===== config.mk =====
export PLATFORM = sky130hd
export DESIGN_NAME = instr_fetch_unit
export DESIGN_NICKNAME = d
export VERILOG_FILES = /design/src/rtl/instr_fetch_unit_pkg.sv /design/src/rtl/instr_fetch_unit_next_pc_calc.sv /design/src/rtl/instr_fetch_unit.sv
export SDC_FILE = /design/constraint.sdc
export NUM_CORES = 1
export LEC_CHECK = 0
export BUFFER_PORTS_ARGS = -buffer_cell sky130_fd_sc_hd__buf_2
export CAP_MARGIN = 15
export CELL_PAD_IN_SITES_DETAIL_PLACEMENT = 1
export CELL_PAD_IN_SITES_GLOBAL_PLACEMENT = 1
export CORE_MARGIN = 2
export CORE_UTILIZATION = 34
export DETAILED_ROUTE_END_ITERATION = 8
export GPL_ROUTABILITY_DRIVEN = 1
export HOLD_SLACK_MARGIN = 0.05
export PLACE_DENSITY_LB_ADDON = 0.1
export SYNTH_ARGS = -nofsm -noshare
export SYNTH_HDL_FRONTEND = slang
export SYNTH_HIERARCHICAL = 1
export SYNTH_SLANG_ARGS = --single-unit

===== constraint.sdc =====
create_clock -name clock -period 3.55 [get_ports clock]
set_input_delay 0.5325 -clock clock [delete_from_list [all_inputs] [get_ports clock]]
set_output_delay 0.5325 -clock clock [all_outputs]
set_load 0.03 [all_outputs]

===== src/rtl/instr_fetch_unit_pkg.sv =====
// Shared fetch/control definitions: opcodes, IR field positions, fetch-state enum.
// Consumed by the fetch unit and the multi-cycle control FSM.
package instr_fetch_unit_pkg;

  localparam logic [5:0] OP_R_TYPE = 6'b000000;
  localparam logic [5:0] OP_LW     = 6'b100011;
  localparam logic [5:0] OP_SW     = 6'b101011;
  localparam logic [5:0] OP_B_TYPE = 6'b000100;
  localparam logic [5:0] OP_J_TYPE = 6'b000010;

  localparam int OPC_MSB   = 31;
  localparam int OPC_LSB   = 26;
  localparam int RS_MSB    = 25;
  localparam int RS_LSB    = 21;
  localparam int RT_MSB    = 20;
  localparam int RT_LSB    = 16;
  localparam int RD_MSB    = 15;
  localparam int RD_LSB    = 11;
  localparam int FUNCT_MSB = 5;
  localparam int FUNCT_LSB = 0;
  localparam int IMM_MSB   = 15;
  localparam int IMM_LSB   = 0;
  localparam int JIDX_MSB  = 25;

  typedef enum logic [1:0] {
    ST_FETCH = 2'd0,
    ST_ISSUE = 2'd1,
    ST_FAULT = 2'd2
  } fetch_state_e;

  function automatic logic [31:0] sext16(input logic [15:0] v);
    return {{16{v[15]}}, v};
  endfunction

endpackage


===== src/rtl/instr_fetch_unit_next_pc_calc.sv =====
// Next-PC selection, purely combinational (0 cycles): jump > taken branch > PC+4.
// No handshake; result is sampled by the fetch unit only on retire.
module instr_fetch_unit_next_pc_calc
  import instr_fetch_unit_pkg::*;
(
  input  logic [31:0] pc,
  input  logic [31:0] ir,
  input  logic        branch,
  input  logic        jump,
  input  logic        zero,
  output logic [31:0] next_pc
);

  logic [31:0] pc_plus4;
  logic [31:0] imm_sext;
  logic        unused_opcode;

  assign unused_opcode = ^ir[OPC_MSB:OPC_LSB];

  always_comb begin
    pc_plus4 = pc + 32'd4;
    imm_sext = sext16(ir[IMM_MSB:IMM_LSB]);
    // All adds are modulo 2^32; wrap-around is intentional.
    if (jump) begin
      next_pc = {pc_plus4[31:28], ir[JIDX_MSB:0], 2'b00};
    end else if (branch && zero) begin
      next_pc = pc_plus4 + {imm_sext[29:0], 2'b00};
    end else begin
      next_pc = pc_plus4;
    end
  end

endmodule


===== src/rtl/instr_fetch_unit.sv =====
// Fetch stage owning PC/IR: 1 cycle min FETCH->instr_valid, waits on imem_ack and retire.
// Optional FETCH_TIMEOUT_EN adds a FETCH watchdog that parks in a sticky FAULT state.
module instr_fetch_unit
  import instr_fetch_unit_pkg::*;
#(
  parameter logic [31:0] RESET_PC       = 32'h0000_0000,
  parameter int          TIMEOUT_CYCLES = 16
) (
  input  logic        clock,
  input  logic        Reset,
  output logic        imem_req,
  output logic [31:0] imem_addr,
  input  logic        imem_ack,
  input  logic [31:0] imem_rdata,
  output logic        instr_valid,
  output logic [5:0]  Opcode,
  output logic [4:0]  rs,
  output logic [4:0]  rt,
  output logic [4:0]  rd,
  output logic [5:0]  funct,
  output logic [31:0] imm_sext,
  output logic [31:0] pc_plus4,
  input  logic        retire,
  input  logic        branch,
  input  logic        jump,
  input  logic        zero,
  output logic        fetch_fault
);

  fetch_state_e state_q, state_d;
  logic [31:0]  pc_q, pc_d;
  logic [31:0]  ir_q, ir_d;
  logic [31:0]  next_pc;

`ifdef FETCH_TIMEOUT_EN
  localparam int CNT_W = $clog2(TIMEOUT_CYCLES + 1);
  localparam logic [CNT_W-1:0] CNT_LIMIT = CNT_W'(TIMEOUT_CYCLES - 1);
  logic [CNT_W-1:0] cnt_q, cnt_d;
`else
  logic unused_timeout;
  assign unused_timeout = (TIMEOUT_CYCLES != 0);
`endif

  instr_fetch_unit_next_pc_calc u_next_pc_calc (
    .pc      (pc_q),
    .ir      (ir_q),
    .branch  (branch),
    .jump    (jump),
    .zero    (zero),
    .next_pc (next_pc)
  );

  always_comb begin
    state_d = state_q;
    pc_d    = pc_q;
    ir_d    = ir_q;
`ifdef FETCH_TIMEOUT_EN
    cnt_d   = cnt_q;
`endif
    case (state_q)
      ST_FETCH: begin
        // An ack on the limit cycle still wins over the timeout.
        if (imem_ack) begin
          ir_d    = imem_rdata;
          state_d = ST_ISSUE;
        end
`ifdef FETCH_TIMEOUT_EN
        else if (cnt_q == CNT_LIMIT) begin
          state_d = ST_FAULT;
        end else begin
          cnt_d = cnt_q + CNT_W'(1);
        end
`endif
      end
      ST_ISSUE: begin
        if (retire) begin
          pc_d    = next_pc;
          state_d = ST_FETCH;
`ifdef FETCH_TIMEOUT_EN
          cnt_d   = '0;
`endif
        end
      end
`ifdef FETCH_TIMEOUT_EN
      ST_FAULT: state_d = ST_FAULT;
`endif
      default: state_d = ST_FETCH;
    endcase
  end

  always_ff @(posedge clock) begin
    if (Reset) begin
      state_q <= ST_FETCH;
      pc_q    <= RESET_PC;
      ir_q    <= '0;
`ifdef FETCH_TIMEOUT_EN
      cnt_q   <= '0;
`endif
    end else begin
      state_q <= state_d;
      pc_q    <= pc_d;
      ir_q    <= ir_d;
`ifdef FETCH_TIMEOUT_EN
      cnt_q   <= cnt_d;
`endif
    end
  end

  assign imem_req    = (state_q == ST_FETCH) && !Reset;
  assign imem_addr   = pc_q;
  assign instr_valid = (state_q == ST_ISSUE) && !Reset;
  assign Opcode      = ir_q[OPC_MSB:OPC_LSB];
  assign rs          = ir_q[RS_MSB:RS_LSB];
  assign rt          = ir_q[RT_MSB:RT_LSB];
  assign rd          = ir_q[RD_MSB:RD_LSB];
  assign funct       = ir_q[FUNCT_MSB:FUNCT_LSB];
  assign imm_sext    = sext16(ir_q[IMM_MSB:IMM_LSB]);
  assign pc_plus4    = pc_q + 32'd4;

`ifdef FETCH_TIMEOUT_EN
  assign fetch_fault = (state_q == ST_FAULT);
`else
  assign fetch_fault = 1'b0;
`endif

endmodule

# Yosys cells after proc, flatten, opt, wreduce, memory -nomap -nowiden
# Index checks and enable logic that the tools add are counted.
# totals
register_bits	66
latchBits	0
ramBits	0
rom_bits	0
input_bits	39
wordCells	21
mem_count	0
# classes
add_sub_neg	2
n_mul	0
div	0
n_lt_le_gt_ge	0
n_eq_ne	3
shifts	0
muxes	5
bitwise	0
reduce_logical	8
# ops
operator	n
$mux W32	2
$add A32 B3 Y32 const B	1
$add A32 B32 Y32	1
$reduce_and A2 Y1	3
$mux W2	2
$ne A2 B2 Y1 const B	2
$pmux W2 S2	1
$logic_and A1 B1 Y1	3
$eq A2 B1 Y1 const B	1
$logic_not A2 Y1	1
$logic_not A1 Y1	1

# Longest topological paths before layout
# Gate-level depths: netlist (run 1).
# depth
word_depth	4
mapped_depth	18
mapped_depth_nobuf	17

# Cells and area by module
# The synthesis (run 1) kept the hierarchy.
# modules_own_cells
module	n_inst	cells_each	area_per_inst_um2	seq_area_each_um2
instr_fetch_unit	1	397	3031.7	1301.2
instr_fetch_unit_next_pc_calc	1	405	2763.9	0.0

# Least setup slack after synthesis (run 1)
# No wires, ideal clock.
# synth_timing
path_type	register -> register
start	register pc_q[10], in the netlist imem_addr[10]
end	register pc_q[31], in the netlist imem_addr[31]
setup_time_ns	0.070
arrival_time_ns	3.599
required_ns	3.480
slack_ns	-0.120
stages_incl_launch_ff	19
period_less_slack_ns	3.670
cell_sequence	dfxtp_1 nand4_2 nor3_4 and3_1 buf_4 nand3_1 xnor2_1 ha_1 clkbuf_1 o21ai_0 o21bai_1 a21o_1 a21oi_1 o21a_1 and3_1 o21ai_0 xnor2_1 nand2_1 a21oi_1
# synth_via
elab_chain_len	4
# synth_lines
item	line_no	rtl
start, declared	instr_fetch_unit.sv:31	logic [31:0] pc_q, pc_d;
start signal, assigned	instr_fetch_unit.sv:101	pc_q <= pc_d;
$add A32 B3 Y32 (*)	instr_fetch_unit_next_pc_calc.sv:21	pc_plus4 = pc + 32'd4;
$add A32 B32 Y32	instr_fetch_unit_next_pc_calc.sv:27	next_pc = pc_plus4 + {imm_sext[29:0], 2'b00};
$mux W32	instr_fetch_unit_next_pc_calc.sv:26	end else if (branch && zero) begin
$mux W32 (*)	instr_fetch_unit_next_pc_calc.sv:24	if (jump) begin
named net next_pc[31]	instr_fetch_unit.sv:33	logic [31:0] next_pc;
# The timed path passes the listed nets; every way through them passes the cells marked *.
# A chain may end at the register's enable or synchronous reset.

# Final worst setup path (run 1)
# layout_timing
start	register pc_q[10], in the netlist imem_addr[10]
end	register pc_q[26], in the netlist imem_addr[26]
# layout_via
elab_chain_len	4
# layout_lines
item	line_no
$add A32 B3 Y32 (*)	instr_fetch_unit_next_pc_calc.sv:21
$add A32 B32 Y32	instr_fetch_unit_next_pc_calc.sv:27
$mux W32 (*)	instr_fetch_unit_next_pc_calc.sv:26
$mux W32 (*)	instr_fetch_unit_next_pc_calc.sv:24
named net next_pc[26]	instr_fetch_unit.sv:33
# Marks and branches as above.

==> reports/summary.txt, run 1 <==
status: completed
fin crit period: 3.38 ns
grt ovf: 0
sequential share of the synthesized area: 22.5%
Initial Util: 34.8%
warnings from Yosys: 6
Peak supply drop: 0.220 mV
Vias/cell: 5.33
max-cap violations: 0
Clk Tree Root Cell: clkbuf_16
Final nets: 1069
hold_ws: 0.424 ns
worst min path class: in2reg
final core utilization: 46.2%
largest net degree at the start of global routing: 39
pre-CTS setup slack: -0.0732 ns
GPL Wtd Cong: 0.890
# DRC: 0
CP bufs+invs: 0
row cnt: 47
critical path data required time: 3.83 ns
clock sinks: 65
Fill cells: 2155
hold buffer count at cts: 0
FF+latch count, synth: 65
Reg clk slew, reported paths: 0.06 ns
Layout area overhead: 32.7%
setup ws final: 0.172 ns
layout cells sized above 1: 33.7%
worst-skew pair later-pin latency: 0.34 ns
Mapped Cells: 802
Critical Path Sink Type: flop
die width: 135 microns
PortBufs: 163
final WL: 22700 microns
crit start category: flop
Crit path max-delay family: simple AND/OR/NAND/NOR gates
core area: 0.0166 sq mm
mapped cell area: 0.00580 sq mm
Die H: 135 microns
Async SR Flop Fraction: 0%
Iter 0 DRT Violations: 296
IO Pins: 165
clk_skew: 0.00649 ns
CTS Buf Count: 9
Slew Viols, Final: 0
Pwr Total: 2.32 mW
routed via count: 6478
CP max stage cell: ha_1
fmax: 296 MHz
first-pass GRT wire length: 35300 microns
footprint of the multi-input gates: 0.00428 sq mm
Max Fanout on Critical Path: 7
FF/Latch Area: 0.00131 sq mm
total track usage: 24.6%
Post-synth EDFFs: 0
Routed WL per cell: 18.7 microns
vias in the first global route: 6637
Slew headroom: 31.2%
initial antenna violation count: 0
Final HPWL DP: 17200 microns
final period utilization: 95.2%
syn avg cell area: 7.23 sq um
ranking of synthesized cells by area: dfxtp_1 22%, nand2_1 11%, a21oi_1 10%
H-tree Lvls: 3
Lkg Pwr: 3.64 nW
Max clock buf depth: 2
cells along the critical path: nand4_2, nor3_4, and3_1, nand3_1, xnor2_2, ha_1, nand4_1, nor4_1, nand2_1, nand4_1, xnor2_1, a221oi_1, nand2_1, a21oi_1
ys flop type: dfxtp_1
Ant. Diodes: 0
Power per Cell Area: 302 mW/mm^2
CTS tree: yes
Yosys top cell area share: 22.5%
Synthesized Nets: 880
final setup violating endpoints: 0
critical path class: reg2reg
area leader, netlist: dfxtp_1
Slew @ Worst Pin: 1.03 ns
Post-synth top cells: 175 x nand2_1, 118 x a21oi_1, 67 x xnor2_1
most common cell in the netlist: nand2_1
die area: 0.0181 sq mm
ANT nets after route: 0
Data arrival, critical path: 3.65 ns
final hold vios: 0
Pre-Repair DR Iteration Count: 4
Netlist cell types: 61
Crit path largest cell delay: 0.45 ns
TNS Setup: 0 ns
==> registers in the layout, summed over array words and instances (netlist names) <==
| register | count |
|---|---|
| imem_addr | 32 |
| state_q | 1 |
| ir_q | 32 |
==> tightest hold or removal path, delay by kind of cell <==
kind / cells / cell delay (ns)
AND/OR/NAND/NOR: 1 / 0.04
buffers and inverters: 1 / 0.09
AO/OA/AOI/OAI: 1 / 0.05
==> area by class of cell <==
cell class | count | share of cell area (%)
Clock buffer | 12 | 3.47
Clock inverter | 4 | 0.651
Inverter | 19 | 0.927
Multi-Input combinational cell | 650 | 55.6
Sequential cell | 65 | 17.0
Tap cell | 220 | 3.58
Timing Repair Buffer | 246 | 18.8
==> cells by family after synthesis <==
kind of cell               Yosys count  synth area share [%]
other                                1                0.0647
DFF                                 65                  22.5
buffers and inverters               87                  7.64
and+or+nand+nor                    326                  26.9
muxes                               14                  2.68
AOI/OAI and AO/OA                  189                  19.3
adders and majority gates           39                  8.55
xor gates and xnor gates            81                  12.4
==> per-layer routing <==
layer | vias to the layer above | track usage [%] | part of all wire, %
li1 | 3123 | - | -
met1 | 3191 | 30.9 | 44
met2 | 131 | 43.6 | 51
met3 | 33 | 2.70 | 3.0
met4 | 0 | 8.89 | 2.3
met5 | - | 0 | 0
==> power by group <==
group	leakage, nW	switching (mW)	internal [mW]
sequential	0.533	0.0329	0.761
combinational	2.96	0.366	0.188
clock	0.151	0.375	0.601
==> cells in the final DEF, fill, tap and decap left out, types with 19 or more instances in the layout <==
master	instances
ha_1	33
nand2_1	174
nand3_1	32
nand4_1	23
buf_2	163
xnor2_1	59
nor2_1	32
inv_1	19
dfxtp_1	58
buf_4	82
a21oi_1	113
==> through the flow <==
stage / cells / cell area (sq um)
final: 1216 / 7690
after global routing: 1216 / 7690
after CTS: 1210 / 7440
after detailed placement: 1194 / 7100
after global placement: 1194 / 7100
after floorplan: 802 / 5800
==> repair_timing <==
item | 4_1_cts | 5_1_grt
resized for setup | 3 | 47
setup endpoints to repair | 3 | 14
pin swaps | 0 | 13
setup buffers | 0 | 6
==> path summary, 6_finish.rpt <==
| path | slack, ns | start | to | cells after the start |
|---|---|---|---|---|
| worst max-delay path | 0.17 | imem_addr[10] | imem_addr[26] | 14 |
| worst min-delay path | 0.42 | imem_rdata[7] | ir_q[7] | 3 |
| worst min register to register | 0.46 | ir_q[29] | ir_q[29] | 2 |
| worst max register to register | 0.17 | imem_addr[10] | imem_addr[26] | 14 |
No activity file was read; power rests on OpenSTA's default activity.
==> run 2, diff against run 1 <==
--- a/config.mk
+++ b/config.mk
@@ -10,12 +10,12 @@
 export CELL_PAD_IN_SITES_DETAIL_PLACEMENT = 1
 export CELL_PAD_IN_SITES_GLOBAL_PLACEMENT = 1
 export CORE_MARGIN = 2
-export CORE_UTILIZATION = 34
+export CORE_UTILIZATION = 33
 export DETAILED_ROUTE_END_ITERATION = 8
 export GPL_ROUTABILITY_DRIVEN = 1
 export HOLD_SLACK_MARGIN = 0.05
 export PLACE_DENSITY_LB_ADDON = 0.1
+export RECOVER_POWER = 50
 export SYNTH_ARGS = -nofsm -noshare
 export SYNTH_HDL_FRONTEND = slang
-export SYNTH_HIERARCHICAL = 1
 export SYNTH_SLANG_ARGS = --single-unit
==> constraint.sdc (replaced) <==
create_clock -name clock -period 3 [get_ports clock]
set_input_delay 0.45 -clock clock [delete_from_list [all_inputs] [get_ports clock]]
set_output_delay 0.45 -clock clock [all_outputs]
set_load 0.03 [all_outputs]
==> run 2 against run 1 <==
The flow now finishes with violations (setup timing). Core utilization is 11 points higher. Clock skew is 0.0023 ns higher. Critical path depth stayed put. Die area is 7.1% lower. Global-route usage is 5.8 points higher. Final area is 14% higher. Register-to-register slack worse by 0.74 ns. Setup slack worse by 0.74 ns. First-iteration DRC count is 46% higher. Synthesized cell count is 11% lower. Critical endpoint is now imem_addr[31].
==> reports/summary.txt, run 2 <==
Layout area overhead: 68.3%
ranking of synthesized cells by area: dfxtp_1 24%, ha_1 8.6%, nand2_1 8.3%
worst-skew pair later-pin latency: 0.35 ns (about the same)
critical path class: reg2reg
largest family of logic cells by synthesized area: compound AO/OA/AOI/OAI gates
final WL: 26900 microns (+18%)
IO Pins: 165 (unchanged)
fin crit period: 3.56 ns (+0.187 ns)
cells along the critical path: ha_4, nand4_1, buf_6, nor3_4, nand4_1, xnor2_4, ha_4, nand2_2, or4_4, o211ai_4, a31oi_4, or3b_4, a31o_1, a32o_1
Async SR Flop Fraction: 0% (unchanged)
failing checks: setup timing
post-synthesis xor/xnor area fraction: 7.22% (-5.1 points)
GR Layer Usage met2: 50.7% (+7.1 points)
die width: 130 microns (-3.6%)
crit start category: flop
die area: 0.0168 sq mm (-7.1%)
number of flip-flops in the largest register: 32
first-pass GRT wire length: 39000 microns (+10%)
hold buffer count at cts: 0 (unchanged)
Ant. Diodes: 0 (unchanged)
Slew headroom: 8.18% (-23 points)
initial antenna violation count: 0 (unchanged)
Adder-Cell Fraction of Synth Area: 9.02% (+0.47 points)
Crit path largest cell delay: 0.50 ns (+0.05 ns)
sequential share of the synthesized area: 24.2% (+1.7 points)
met1 usage: 39.5% (+8.6 points)
clock sinks: 63 (-3.1%)
FF+latch count, synth: 63 (-3.1%)
vias in the first global route: 7067 (+6.5%)
Clk Tree Root Cell: clkbuf_16
global routing's busiest layer: met2
CTS tree: yes
Iter 0 DRT Violations: 433 (+46%)
mux cell area share after synthesis: 0.576% (-2.1 points)
layout cells sized above 1: 44.9% (+11 points)
grt ovf: 0 (unchanged)
Initial Util: 34.1% (-0.77 points)
status: finished with violations
Peak supply drop: 0.238 mV (+8.1%)
Reg clk slew, reported paths: 0.06 ns (about the same)
Fill cells: 1896 (-12%)
most frequent cells in the layout: 170 x buf_4, 109 x nand2_1, 86 x buf_2
Routed WL per cell: 22.1 microns (+18%)
design area: 0.00878 sq mm (+14%)
final setup violating endpoints: 18 (+18)
Post-synth EDFFs: 0 (unchanged)
Vias/cell: 5.57 (+4.5%)
Die H: 130 microns (-3.6%)
routed via count: 6783 (+4.7%)
Final nets: 1078 (+0.84%)
CP max stage cell: or4_4
Pre-Repair DR Iteration Count: 5 (+1)
# DRC: 0 (unchanged)
ys flop type: dfxtp_1
area leader, netlist: dfxtp_1
worst min path class: in2reg
Yosys top cell area share: 24.2% (+1.7 points)
Finished Layout Cells: 1218 (+0.16%)
Reg with most FFs: ir_q
RSZ-0062 raised after global routing: yes
Lkg Pwr: 3.90 nW (+7.2%)
PortBufs: 159 (-2.5%)
mapped cell area: 0.00522 sq mm (-10%)
ANT nets after route: 0 (unchanged)
CP bufs+invs: 1 (+1)
total track usage: 30.4% (+5.8 points)
Slew @ Worst Pin: 1.38 ns (+0.345 ns)
Post-synth top cells: 116 x nand2_1, 86 x a21oi_1, 63 x dfxtp_1
Final HPWL DP: 19000 microns (+10%)
Power per Cell Area: 332 mW/mm^2 (+10%)
largest net degree at the start of global routing: 51 (+31%)
Crit path max-delay family: simple AND/OR/NAND/NOR gates
warnings from Yosys: 0 (-6)
critical path data required time: 3.25 ns (-0.58 ns)
final period utilization: 119% (+24 points)
Post-DP Area: 0.00754 sq mm (+6.2%)
commonest non-fill, non-tap cell in the layout: buf_4
syn avg cell area: 7.35 sq um (+1.6%)
CTS Buf Count: 9 (unchanged)
row cnt: 45 (-4.3%)
max-cap violations: 0 (unchanged)
clk_skew: 0.00877 ns (+0.00227 ns)
Placed Instances: 1181 (-1.1%)
GPL Wtd Cong: 0.973 (+9.3%)
most common cell in the netlist: nand2_1
fmax: 281 MHz (-5.2%)
Pwr Total: 2.92 mW (+26%)
simple-gate share of the synthesized area: 22.3% (-4.7 points)
Data arrival, critical path: 3.81 ns (+0.16 ns)
final hold vios: 0 (unchanged)
Slew Viols, Final: 0 (unchanged)
Max Fanout on Critical Path: 3 (-4)
setup ws final: -0.565 ns (-0.737 ns)
core area: 0.0153 sq mm (-8.0%)
Mapped Cells: 710 (-11%)
Netlist cell types: 69 (+13%)
Max clock buf depth: 2 (unchanged)
compound-gate portion of the synthesized area: 27.8% (+8.5 points)
final core utilization: 57.3% (+11 points)
H-tree Lvls: 3 (unchanged)
met3 usage: 4.10% (+1.4 points)
Critical Path Sink Type: flop
==> run 2: worst min-delay path, cell delays in order <==
cell,delay (ns)
buf_2,0.09
nand2_1,0.05
a21oi_1,0.05
==> run 2: cells by family (layout without fill, tap and decap cells) <==
family	Yosys count	after routing
other	1	5
muxes	3	3
xor gates and xnor gates	43	43
adders and majority gates	37	37
DFF	63	63
AOI/OAI and AO/OA	227	227
and+or+nand+nor	246	246
buffers and inverters	90	383
==> run 2: layer usage <==
layer  share of wire [%]  routed length, microns
met2                  48                   13000
met1                  43                   11400
met3                 5.4                    1440
met5                   0                       0
met4                 3.7                     984
==> run 2: area by class of cell <==
type	count	area (sq um)	share of cell area, %
clock buffer	10	229	2.61
clock inverter	6	85.1	0.969
inverter	20	78.8	0.898
multi-input combinational	561	4620	52.6
sequential	63	1300	14.8
tap	211	264	3.01
timing repair buffer	347	2200	25.1
==> run 2: report_power, final <==
part | total (mW) | switching [mW] | internal, mW
logic | 0.835 | 0.533 | 0.301
registers | 0.916 | 0.0446 | 0.871
clock network | 1.17 | 0.442 | 0.725
total | 2.92 | 1.02 | 1.90
==> run 2: timing repair <==
item	CTS	global route
pin swaps	46	56
resized for setup	91	80
setup buffers	12	12
endpoints found under the setup margin	23	28
endpoints found under the hold margin	0	0
==> run 2: path summary, 6_finish.rpt <==
check / from / to / slack, ns / cells past startpoint
worst max-delay path: imem_addr[3] / imem_addr[31] / -0.56 / 14
worst min-delay path: imem_rdata[17] / ir_q[17] / 0.34 / 3
worst max register to register: imem_addr[3] / imem_addr[31] / -0.56 / 14
worst min register to register: ir_q[28] / ir_q[28] / 0.46 / 2
==> run 2: metrics by stage <==
step                      hold WS (ns)  TNS, ns  worst slack, ns
after global placement           0.441    -5.70           -0.609
after global routing             0.343    -7.87           -0.669
final                            0.338    -5.48           -0.565
after detailed placement         0.451    -7.36           -0.718
after CTS                        0.328    -4.25           -0.526
after floorplan                  0.524    -5.45           -0.731
